--- config.mk ---
export PLATFORM = sky130hd
export DESIGN_NAME = ring_position_monitor
export DESIGN_NICKNAME = d
export VERILOG_FILES = /design/src/rtl/ring_position_monitor.sv
export SDC_FILE = /design/constraint.sdc
export NUM_CORES = 1
export LEC_CHECK = 0
export ABC_AREA = 0
export CORE_MARGIN = 5
export CORE_UTILIZATION = 40
export CTS_CLUSTER_SIZE = 14
export DETAILED_ROUTE_END_ITERATION = 6
export GPL_TIMING_DRIVEN = 0
export PLACE_DENSITY_LB_ADDON = 0.2
export SLEW_MARGIN = 0
export SYNTH_ARGS = -nofsm -noshare
export SYNTH_HDL_FRONTEND = slang
export SYNTH_SLANG_ARGS = --single-unit
export TNS_END_PERCENT = 100
--- constraint.sdc ---
create_clock -name clk -period 2.6 [get_ports clk]
set_clock_uncertainty 0.1 [all_clocks]
set_input_delay 0.39 -clock clk [delete_from_list [all_inputs] [get_ports clk]]
set_output_delay 0.39 -clock clk [all_outputs]
set_load 0.02 [all_outputs]
--- src/rtl/ring_position_monitor.sv ---
// Watches an asynchronous 8-bit one-hot ring counter output. The monitor resynchronises
// and debounces it, checks the stepping order, counts revolutions and drives one
// active-low 7-segment digit.
module ring_position_monitor #(
    parameter int unsigned SYNC_STAGES = 2,
    parameter int unsigned SETTLE      = 3,
    parameter int unsigned REV_W       = 8
) (
    input  logic             clk,
    input  logic             rst,
    input  logic [7:0]       ring,
    input  logic             err_clr,
    output logic [2:0]       pos,
    output logic             pos_valid,
    output logic             step_pulse,
    output logic             rev_pulse,
    output logic [REV_W-1:0] rev_count,
    output logic             seq_err,
    output logic [6:0]       seg
);

    localparam int unsigned CntW      = $clog2(SETTLE + 1);
    localparam logic [CntW-1:0] SettleCnt = CntW'(SETTLE);
    localparam logic [6:0] SegDash    = 7'b0111111;

    typedef enum logic [1:0] {StInit, StTrack, StFault} state_e;

    // Synchroniser chain. The valid bits track which stages hold real samples, so the
    // zeros that reset leaves in the chain can never be accepted.
    logic [7:0]             sync_q [SYNC_STAGES];
    logic [7:0]             sync_d [SYNC_STAGES];
    logic [SYNC_STAGES-1:0] sync_vld_q, sync_vld_d;
    logic [7:0]             sync_out;
    logic                   sync_out_vld;

    // Stability filter
    logic [7:0]      cand_q, cand_d;
    logic            cand_vld_q, cand_vld_d;
    logic [CntW-1:0] cnt_q, cnt_d;
    logic [7:0]      last_q, last_d;
    logic            acc_vld_q, acc_vld_d;
    logic            accept;

    // Tracker state and registered outputs
    state_e           state_q, state_d;
    logic [2:0]       pos_q, pos_d;
    logic             pos_valid_q, pos_valid_d;
    logic             step_q, step_d;
    logic             rev_q, rev_d;
    logic [REV_W-1:0] rev_count_q, rev_count_d;
    logic             seq_err_q, seq_err_d;
    logic [6:0]       seg_q, seg_d;

    logic       cand_onehot;
    logic [2:0] cand_idx;

    function automatic logic [6:0] digit(input logic [2:0] p);
        logic [6:0] s;
        unique case (p)
            3'd0: s = 7'b1000000;
            3'd1: s = 7'b1111001;
            3'd2: s = 7'b0100100;
            3'd3: s = 7'b0110000;
            3'd4: s = 7'b0011001;
            3'd5: s = 7'b0010010;
            3'd6: s = 7'b0000010;
            default: s = 7'b1111000;
        endcase
        return s;
    endfunction

    // Shift the ring vector and its valid marker through the synchroniser
    always_comb begin
        sync_d[0] = ring;
        for (int i = 1; i < SYNC_STAGES; i++) begin
            sync_d[i] = sync_q[i-1];
        end
        sync_vld_d = {sync_vld_q[SYNC_STAGES-2:0], 1'b1};
    end

    assign sync_out     = sync_q[SYNC_STAGES-1];
    assign sync_out_vld = sync_vld_q[SYNC_STAGES-1];

    // Restart the stability count whenever the synchronised value changes
    always_comb begin
        cand_d     = cand_q;
        cand_vld_d = cand_vld_q;
        cnt_d      = cnt_q;
        if (sync_out_vld) begin
            if (!cand_vld_q || (sync_out != cand_q)) begin
                cand_d     = sync_out;
                cand_vld_d = 1'b1;
                cnt_d      = CntW'(1);
            end else if (cnt_q != SettleCnt) begin
                cnt_d = cnt_q + CntW'(1);
            end
        end
    end

    // A settled value is taken once; the first one after reset is always taken
    assign accept = cand_vld_q && (cnt_q == SettleCnt) && (!acc_vld_q || (cand_q != last_q));

    // One-hot check and index encoding of the candidate value
    always_comb begin
        cand_onehot = (cand_q != 8'd0) && ((cand_q & (cand_q - 8'd1)) == 8'd0);
        cand_idx    = 3'd0;
        for (int i = 0; i < 8; i++) begin
            if (cand_q[i]) cand_idx = 3'(i);
        end
    end

    // Next-state and output decode, acting only on acceptance
    always_comb begin
        state_d     = state_q;
        pos_d       = pos_q;
        pos_valid_d = pos_valid_q;
        step_d      = 1'b0;
        rev_d       = 1'b0;
        rev_count_d = rev_count_q;
        seq_err_d   = err_clr ? 1'b0 : seq_err_q;
        last_d      = last_q;
        acc_vld_d   = acc_vld_q;
        if (accept) begin
            last_d    = cand_q;
            acc_vld_d = 1'b1;
            if (!cand_onehot) begin
                state_d     = StFault;
                pos_valid_d = 1'b0;
                seq_err_d   = 1'b1;
            end else begin
                pos_d       = cand_idx;
                pos_valid_d = 1'b1;
                unique case (state_q)
                    StTrack: begin
                        if (cand_idx == pos_q + 3'd1) begin
                            step_d = 1'b1;
                            if (cand_idx == 3'd0) begin
                                rev_d       = 1'b1;
                                rev_count_d = rev_count_q + REV_W'(1);
                            end
                        end else begin
                            seq_err_d = 1'b1;
                        end
                    end
                    default: state_d = StTrack;
                endcase
            end
        end
        seg_d = pos_valid_d ? digit(pos_d) : SegDash;
    end

    // State and output registers
    always_ff @(posedge clk or negedge rst) begin
        if (!rst) begin
            for (int i = 0; i < SYNC_STAGES; i++) sync_q[i] <= 8'd0;
            sync_vld_q  <= '0;
            cand_q      <= 8'd0;
            cand_vld_q  <= 1'b0;
            cnt_q       <= '0;
            last_q      <= 8'd0;
            acc_vld_q   <= 1'b0;
            state_q     <= StInit;
            pos_q       <= 3'd0;
            pos_valid_q <= 1'b0;
            step_q      <= 1'b0;
            rev_q       <= 1'b0;
            rev_count_q <= '0;
            seq_err_q   <= 1'b0;
            seg_q       <= SegDash;
        end else begin
            for (int i = 0; i < SYNC_STAGES; i++) sync_q[i] <= sync_d[i];
            sync_vld_q  <= sync_vld_d;
            cand_q      <= cand_d;
            cand_vld_q  <= cand_vld_d;
            cnt_q       <= cnt_d;
            last_q      <= last_d;
            acc_vld_q   <= acc_vld_d;
            state_q     <= state_d;
            pos_q       <= pos_d;
            pos_valid_q <= pos_valid_d;
            step_q      <= step_d;
            rev_q       <= rev_d;
            rev_count_q <= rev_count_d;
            seq_err_q   <= seq_err_d;
            seg_q       <= seg_d;
        end
    end

    assign pos        = pos_q;
    assign pos_valid  = pos_valid_q;
    assign step_pulse = step_q;
    assign rev_pulse  = rev_q;
    assign rev_count  = rev_count_q;
    assign seq_err    = seq_err_q;
    assign seg        = seg_q;

endmodule
## Word level (Yosys, flattened, before mapping)

Index checks and enable logic that the tools add are counted.

| cells by class | value |
|---|---|
| shift operators | 0 |
| magnitude comparators | 0 |
| $add $sub $neg | 4 |
| reduce and logical (&&, ||, !) cells | 16 |
| muxes and demuxes | 31 |
| bitwise operators | 1 |
| multiply operators | 0 |
| div/mod/pow operators | 0 |
| equal/unequal tests | 13 |

Operators with widths:

| cell | count |
|---|---|
| 7-bit one-hot mux with 7 select lines | 1 |
| 3-bit 2-to-1 mux | 8 |
| 1-bit 2-to-1 mux | 17 |
| 8-bit inequality test | 2 |
| 3-bit == test, second input constant | 3 |
| 8-bit by 1-bit adder with 8-bit output, second input constant | 1 |
| 8-bit AND | 1 |
| 8-bit zero test | 1 |
| 2-bit 2-to-1 mux | 4 |
| 8-bit nonzero test | 1 |
| 8-bit by 1-bit subtractor with 8-bit output, second input constant | 1 |
| 7-bit 2-to-1 mux | 1 |
| 3-bit by 2-bit == test with 1-bit output, second input constant | 2 |
| 3-bit zero test | 2 |
| 2-bit AND reduction | 3 |
| 5-bit AND reduction | 1 |
| 2-bit inequality test, second input constant | 2 |
| 3-bit by 1-bit adder with 3-bit output, second input constant | 1 |
| 3-bit by 1-bit == test with 1-bit output, second input constant | 1 |
| 3-bit == test | 1 |
| 1-bit logical AND | 3 |
| 2-bit by 1-bit adder with 2-bit output, second input constant | 1 |
| 2-bit by 1-bit == test with 1-bit output, second input constant | 1 |
| 2-bit == test, second input constant | 1 |
| 3 further kinds | 5 |

| storage, ports and cells | value |
|---|---|
| bits in writable memories | 0 |
| register bits | 62 |
| memories | 0 |
| input port bits | 11 |
| output and inout port bits | 22 |
| latch bits | 0 |
| ROM bits | 0 |

## Logic depth before layout (Yosys ltp)

Gate-level depths: netlist of the first run.

| logic depth | value |
|---|---|
| depth after elaboration | 13 |
| depth in mapped cells | 8 |
| depth with buffers taken out | 6 |

## Worst setup path after synthesis of the first run

No wires, ideal clock.

| path | value |
|---|---|
| kind | reg2reg |
| from | register cand_q[1] |
| to | register rev_count_q[1] (netlist: rev_count[1]) |
| cell stages (with the launch flop) | 8 |
| arrival time | 2305 ps |
| data required time | 2375 ps |
| setup slack | 70 ps |
| library setup time | 125 ps |
| path buffers | 1 |
| path through | dfrtp_1 -> buf_6 -> or4_4 -> a2111oi_4 -> a221oi_2 -> a211o_4 -> nor4_4 -> mux2_4 |

| on the way | value |
|---|---|
| cells in the longest elaborated chain, start to end | 9 |
| elaborated cells on any way between the ends | 18 |

Ends and longest elaborated chain:

| element | line | source |
|---|---|---|
| from (decl) | 37 | `logic [7:0] cand_q, cand_d;` |
| from (signal assigned) | 173 | `cand_q <= cand_d;` |
| branches (longest 8 deep; another with 8-bit by 1-bit subtractor with 8-bit output) | - |  |
| 5-bit AND reduction (no line) (*) | - |  |
| to (signal assigned) | 183 | `rev_count_q <= rev_count_d;` |
| to (decl) | 50 | `logic [REV_W-1:0] rev_count_q, rev_count_d;` |

Every way passes the cells marked *.
A chain may end at the register's enable or synchronous reset.

## Final worst setup path of the first run

| path | value |
|---|---|
| from | register cand_q[0] |
| to | register rev_count_q[1] (netlist: rev_count[1]) |

| on the way | value |
|---|---|
| cells in the longest elaborated chain, start to end | 5 |
| elaborated cells on any way between the ends | 9 |

Ends and longest elaborated chain:

| element | line | source |
|---|---|---|
| 8-bit by 1-bit subtractor with 8-bit output | 105 | `cand_onehot = (cand_q != 8'd0) && ((cand_q & (cand_q - 8'd1)) == 8'd0);` |
| 8-bit AND | 105 |  |
| 8-bit zero test | 105 |  |
| 1-bit logical AND | 105 |  |
| 5-bit AND reduction (no line) (*) | - |  |

Mark *: on every way between the ends. The rest lies on a longest branch, timed or not.

==> results of run 1 <==
-- cell type report --
class | count | area [um^2]
Fill cell | 634 | 3252
Sequential cell | 62 | 1559
Multi-Input combinational cell | 153 | 1220
Timing Repair Buffer | 40 | 387.9
Clock buffer | 11 | 141.4
Tap cell | 96 | 120.1
Buffer | 12 | 81.33
Clock inverter | 4 | 47.55
Inverter | 6 | 22.52
-- metrics by stage --
stage | TNS [ps] | power, mW
after floorplan | 0 | 1.277
after global placement | -54390 | 1.354
after detailed placement | -1619 | 1.365
after CTS | 0 | 2.198
after global routing | -95.59 | 2.301
final | 0 | 2.175
-- layer usage --
layer | share of wire, % | GRT usage, %
met1 | 46 | 17.99
met5 | 0 | 0
met4 | 2.1 | 6.859
met3 | 3.1 | 2.724
met2 | 48 | 20.11
-- final timing paths --
kind                                            end  depth (start not counted)             startpoint
max                        rev_count[1]$_DFFE_PN0P_                          6  cand_q[0]$_DFFE_PN0P_
min                        rev_count[0]$_DFFE_PN0P_                          1                    rst
max reg2reg                rev_count[1]$_DFFE_PN0P_                          6  cand_q[0]$_DFFE_PN0P_
min reg2reg                   sync_out[6]$_DFF_PN0_                          0    sync_d[6]$_DFF_PN0_
max in group asynchronous          seg[1]$_DFF_PN1_                          2                    rst
min in group clk              sync_out[6]$_DFF_PN0_                          0    sync_d[6]$_DFF_PN0_
-- registers in the layout, indices dropped and copies added (netlist names) --
register,count
step_pulse,1
acc_vld_q,1
seg,7
rev_pulse,1
last_q,8
seq_err,1
cand_q,8
pos_valid,1
cand_vld_q,1
sync_vld_q,2
pos,3
rev_count,8
cnt_q,2
sync_out,8
sync_d,8
state_q,2
-- critical path: cells and delay by family (launching register included) --
kind	cells	cell delay [ps]
multiplexers	1	330
AND/OR/NAND/NOR	4	1150
AO/OA/AOI/OAI	1	440
flip-flops	1	460
-- cell usage in the layout (no fill, tap or decap), types with 2 or more instances in the layout --
master / instances
dfrtp_1: 56
clkdlybuf4s50_1: 31
xor2_1: 23
mux2_2: 16
nor2_1: 13
nand2_1: 13
clkbuf_8: 10
nand3_1: 9
buf_4: 8
a21oi_1: 7
inv_1: 6
nor3_1: 6
dfstp_2: 6
xnor2_1: 5
nor2b_1: 4
o21ai_0: 4
clkbuf_1: 4
nand4_1: 4
buf_6: 3
nand2b_1: 3
maj3_1: 3
ha_1: 3
clkbuf_4: 2
buf_2: 2
nor4_4: 2
nor4_1: 2
o22a_1: 2
and3_1: 2
nor3b_1: 2
nor3_2: 2
clkinv_2: 2
-- logic make-up (layout without fill, tap and decap cells) --
family	count (synthesis)	count (layout)	share of synthesized area, %
adder cells (fa/ha/maj)	6	6	2.397
other	1	1	0.1330
AND/OR/NAND/NOR	67	67	13.23
buffers and inverters	19	73	3.062
XOR/XNOR	29	29	9.010
multiplexers	18	18	7.279
flip-flops	62	62	55.30
AO/OA/AOI/OAI	32	32	9.588
-- what timing repair did --
item	in CTS	in global routing
hold buffers	0	0
gates cloned	0	0
setup buffers	1	6
endpoints found under the setup margin	22	14
resized for setup	7	13
pin swaps	1	2
-- where the power goes --
group | internal [mW] | total (mW) | switching, mW
clock network | 0.460 | 0.807 | 0.347
registers | 1.03 | 1.08 | 0.0449
logic | 0.138 | 0.289 | 0.151
==> results.md, run 1 <==
- Antenna violations before repair: 0
- Worst slew pin tran: 674.4 ps
- Max cap viols: 0
- DRC Markers: 0
- Layout cells sized above 1: 23.96%
- RSZ-0062 raised after global routing: yes
- Synth Warn #: 0
- CP startpoint kind: register
- PnR worst setup slack: 17.56 ps
- Clock Path Buffers: 2
- Crit-path max cell delay: 600 ps
- Violated checks: hold timing
- Mapped cell area: 2819 um^2
- Die width: 93.95 um
- Post-synth top flop: dfrtp_1
- Vias: 1897
- Crit path max-delay cell type: or4_4
- Initial core utilization: 41.26%
- Area growth syn-to-layout: 26.99%
- Status: finished with violations
- N_diodes: 0
- Final worst-path cycle share: 99.32%
- DRT iter0 DRCs: 79
- Share of the synthesized area in the top cell type: 49.71%
- Setup crit end kind: register
- Final GP Congestion: 0.7689
- Root Buffer: clkbuf_8
- Routed Antenna Nets: 0
- VDD IR max: 0.0003225 V
- Final hold slack: -3.146 ps
- Critical Path AT: 2690 ps
- Yosys top cell by area: dfrtp_1
- Clk pin slew, worst setup/hold paths: 70 ps
- Routed WL per cell: 13.92 um
- Worst skew pair latency: 330 ps
- Register area share after synthesis: 55.30%
- Slew Viols, Final: 0
- R2R setup slack: 20 ps
- Finished Cell Area: 3580 um^2
- Final setup violation count: 0
- Die ar.: 8827 um^2
- CP max FO: 6
- Fmax: 0.3872 GHz
- Routed wire length: 5346 um
- Avg Inst Size Synth: 12.05 um^2
- Post-DP HPWL: 3674 um
- Post-Syn Instances: 234
- Unique masters post-synth: 53
- Global Route Usage Sum: 13.32%
- #FFs+latches synth: 62
- Sink Count: 62
- First-pass GRT wire length: 9032 um
- Grt total ovfl: 0
- Final core utilization: 52.40%
- CTS tree: built
- Core ar.: 6832 um^2
- Vias in the first global route: 1829
- Synth area leaders: dfrtp_1 50%, xor2_1 7.1%, mux2_2 6.4%
- CTS Buf Count: 9
- Crit Path Category: register to register
- Placed cell areas: 3274 um^2
- Hold Crit Class: primary input to async pin
- Die Height: 93.95 um
- Slew margin rel.: 55.04%
- # nets final: 298
- Hold Fails Final Rpt: 2
- Synth cell count leaders: 56 x dfrtp_1, 23 x xor2_1, 16 x mux2_2, 14 x nor2_1, 13 x nand2_1
- DR pass1 iterations: 4
- P per Cell Area: 607.7 nW/um^2
- Count leader, synth: dfrtp_1
- Non-filler cells, final: 384
- Syn Nets: 248
- Static leakage: 1.600 nW
- # H-tree levels: 3
- Pin count of the biggest net entering global routing: 34
- Place WS: -383.3 ps
- Minimum clock period after layout: 2582 ps
- Critical Path RT: 2710 ps
- Row Count: 30
- Dpl cells: 363
- Post-synth EDFFs: 0
- Ys async rst share: 100.0%
- Top Ports: 33
- Critical path, cell by cell: or4_4, nor2_2, nand3_1, a211o_4, nor4_4, mux2_4
- Vias per cell: 4.940
- IO buf count: 32
No activity file was read; power rests on OpenSTA's default activity.
==> run 2: changes to the inputs <==
Settings changed: CORE_MARGIN 5 to 2.
==> run 2 against run 1 <==
The flow now finishes without violations. Clock-buffer cell count unchanged. Combinational power grew 3%. Via count is 1.9% higher.
==> results.md, run 2 (synthesized netlist as in run 1, its figures left out) <==
- Final setup violation count: 0 (unchanged)
- Hold Crit Class: register to register
- Vias in the first global route: 1864 (+1.9%)
- Die ar.: 7735 um^2 (-12%)
- Place WS: -378.2 ps (+5.051 ps)
- Worst slew pin tran: 668.0 ps (-6.423 ps)
- Total Power: 2.454 mW (+13%)
- N_diodes: 0 (unchanged)
- Die width: 87.95 um (-6.4%)
- RSZ-0062 raised after global routing: yes
- Sink Count: 62 (unchanged)
- Routed WL per cell: 13.74 um (-1.3%)
- Layout cells sized above 1: 26.71% (+2.8 points)
- PnR worst setup slack: 18.90 ps (+1.337 ps)
- Worst skew pair latency: 350 ps (+20 ps)
- Routed Antenna Nets: 0 (unchanged)
- Slew Viols, Final: 0 (unchanged)
- Initial core utilization: 41.49% (+0.23 points)
- Clk pin slew, worst setup/hold paths: 70 ps (about the same)
- Die Height: 87.95 um (-6.4%)
- P per Cell Area: 662.5 nW/um^2 (+9.0%)
- Static leakage: 1.646 nW (+2.9%)
- Slew margin rel.: 55.00% (about the same)
- Seq pwr share: 44.1% (-5.5 points)
- # H-tree levels: 3 (unchanged)
- Status: completed
- Vias: 1933 (+1.9%)
- Core ar.: 6794 um^2 (-0.55%)
- Finished Cell Area: 3704 um^2 (+3.5%)
- Crit Path Category: register to register
- CP startpoint kind: register
- Final worst-path cycle share: 99.27% (about the same)
- Clock power share: 43.8% (+6.7 points)
- Routed wire length: 5332 um (-0.26%)
- Combinational share of power: 12.1% (-1.2 points)
- Global Route Usage Sum: 15.67% (+2.4 points)
- Hold Fails Final Rpt: 0 (-2)
- DR pass1 iterations: 4 (unchanged)
- Fmax: 0.3874 GHz (about the same)
- Post-DP HPWL: 3596 um (-2.1%)
- First-pass GRT wire length: 9101 um (+0.76%)
- Sw Ratio: 23.96% (-0.99 points)
- Critical Path RT: 2730 ps (+20 ps)
- Final GP Congestion: 0.7638 (-0.66%)
- VDD IR max: 0.0003648 V (+13%)
- # nets final: 301 (+1.0%)
- Pin count of the biggest net entering global routing: 34 (unchanged)
- Most frequent cells in the layout: 54 x dfrtp_1, 31 x clkdlybuf4s50_1, 23 x xor2_1
- Top Ports: 33 (unchanged)
- Max cap viols: 0 (unchanged)
- Psw: 0.5879 mW (+8.3%)
- Antenna violations before repair: 0 (unchanged)
- Row Count: 30 (unchanged)
- Final hold slack: 250.5 ps (+253.7 ps)
- Grt total ovfl: 0 (unchanged)
- Placed cell areas: 3274 um^2 (unchanged)
- Commonest non-fill, non-tap cell in the layout: dfrtp_1
- Minimum clock period after layout: 2581 ps (-1.337 ps)
- Cell Int Power: 1.866 mW (+14%)
- CTS tree: built
- Root Buffer: clkbuf_8
- Clock Path Buffers: 2 (unchanged)
- Critical Path AT: 2710 ps (+20 ps)
- Vias per cell: 4.982 (+0.85%)
- Setup crit end kind: register
- DRT iter0 DRCs: 72 (-8.9%)
- DRC Markers: 0 (unchanged)
- Area growth syn-to-layout: 31.38%
- CP max FO: 6 (unchanged)
- IO buf count: 32 (unchanged)
- CTS Buf Count: 9 (unchanged)
## run 2: worst max-delay path, cell delays in order, from the launching register on
cell and delay, ps:
dfrtp_1 380, buf_6 130, or4_4 520, a2111oi_4 260, a221oi_4 90, a211o_4 400, nor4_4 250, mux2_4 330
## run 2: final timing paths
path | from | to | slack, ps | cells after the start
max in group asynchronous | rst | seg[2]$_DFF_PN1_ | 1220 | 3
max | cand_q[1]$_DFFE_PN0P_ | rev_count[1]$_DFFE_PN0P_ | 20 | 7
min reg2reg | sync_d[1]$_DFF_PN0_ | sync_out[1]$_DFF_PN0_ | 250 | 0
max reg2reg | cand_q[1]$_DFFE_PN0P_ | rev_count[1]$_DFFE_PN0P_ | 20 | 7
min | sync_d[1]$_DFF_PN0_ | sync_out[1]$_DFF_PN0_ | 250 | 0
min in group asynchronous | rst | sync_vld_q[0]$_DFF_PN0_ | 510 | 2
## run 2: area by class of cell
type	instances	area (um^2)
Timing Repair Buffer	44	420.4
Sequential cell	62	1562
Buffer	11	66.31
Tap cell	96	120.1
Multi-Input combinational cell	153	1256
Clock buffer	11	151.4
Fill cell	604	3090
Inverter	6	22.52
Clock inverter	5	105.1
## run 2: stage by stage
step / instances / TNS [ps] / utilization [%]
floorplan: 234 / 0 / -
global placement: 362 / -54020 / 47.97
detailed placement: 363 / -1726 / 48.20
CTS: 380 / 0 / 52.73
global route: 388 / -177.9 / 54.51
finish: 388 / 0 / 54.51
## run 2: repair_timing
item,in CTS,in global routing
hold buffers,1,0
hold endpoints to repair,27,0
pin swaps,3,1
setup endpoints to repair,22,13
buffers inserted,2,8
resized for setup,9,14
## run 2: layer usage
metal | part of all wire, % | global-route usage [%] | wire [um]
met1 | 46 | 21.47 | 2434
met2 | 48 | 23.07 | 2563
met3 | 4.0 | 4.524 | 213
met4 | 2.3 | 7.133 | 120
met5 | 0 | 0 | 0
## run 2: power groups by stage
stage	sequential, mW	clock, mW	combinational [mW]
after global routing	1.09	1.14	0.330
after CTS	1.08	1.10	0.276
final	1.08	1.08	0.297
after global placement	1.09	0	0.266
after floorplan	1.09	0	0.191
after detailed placement	1.09	0	0.275
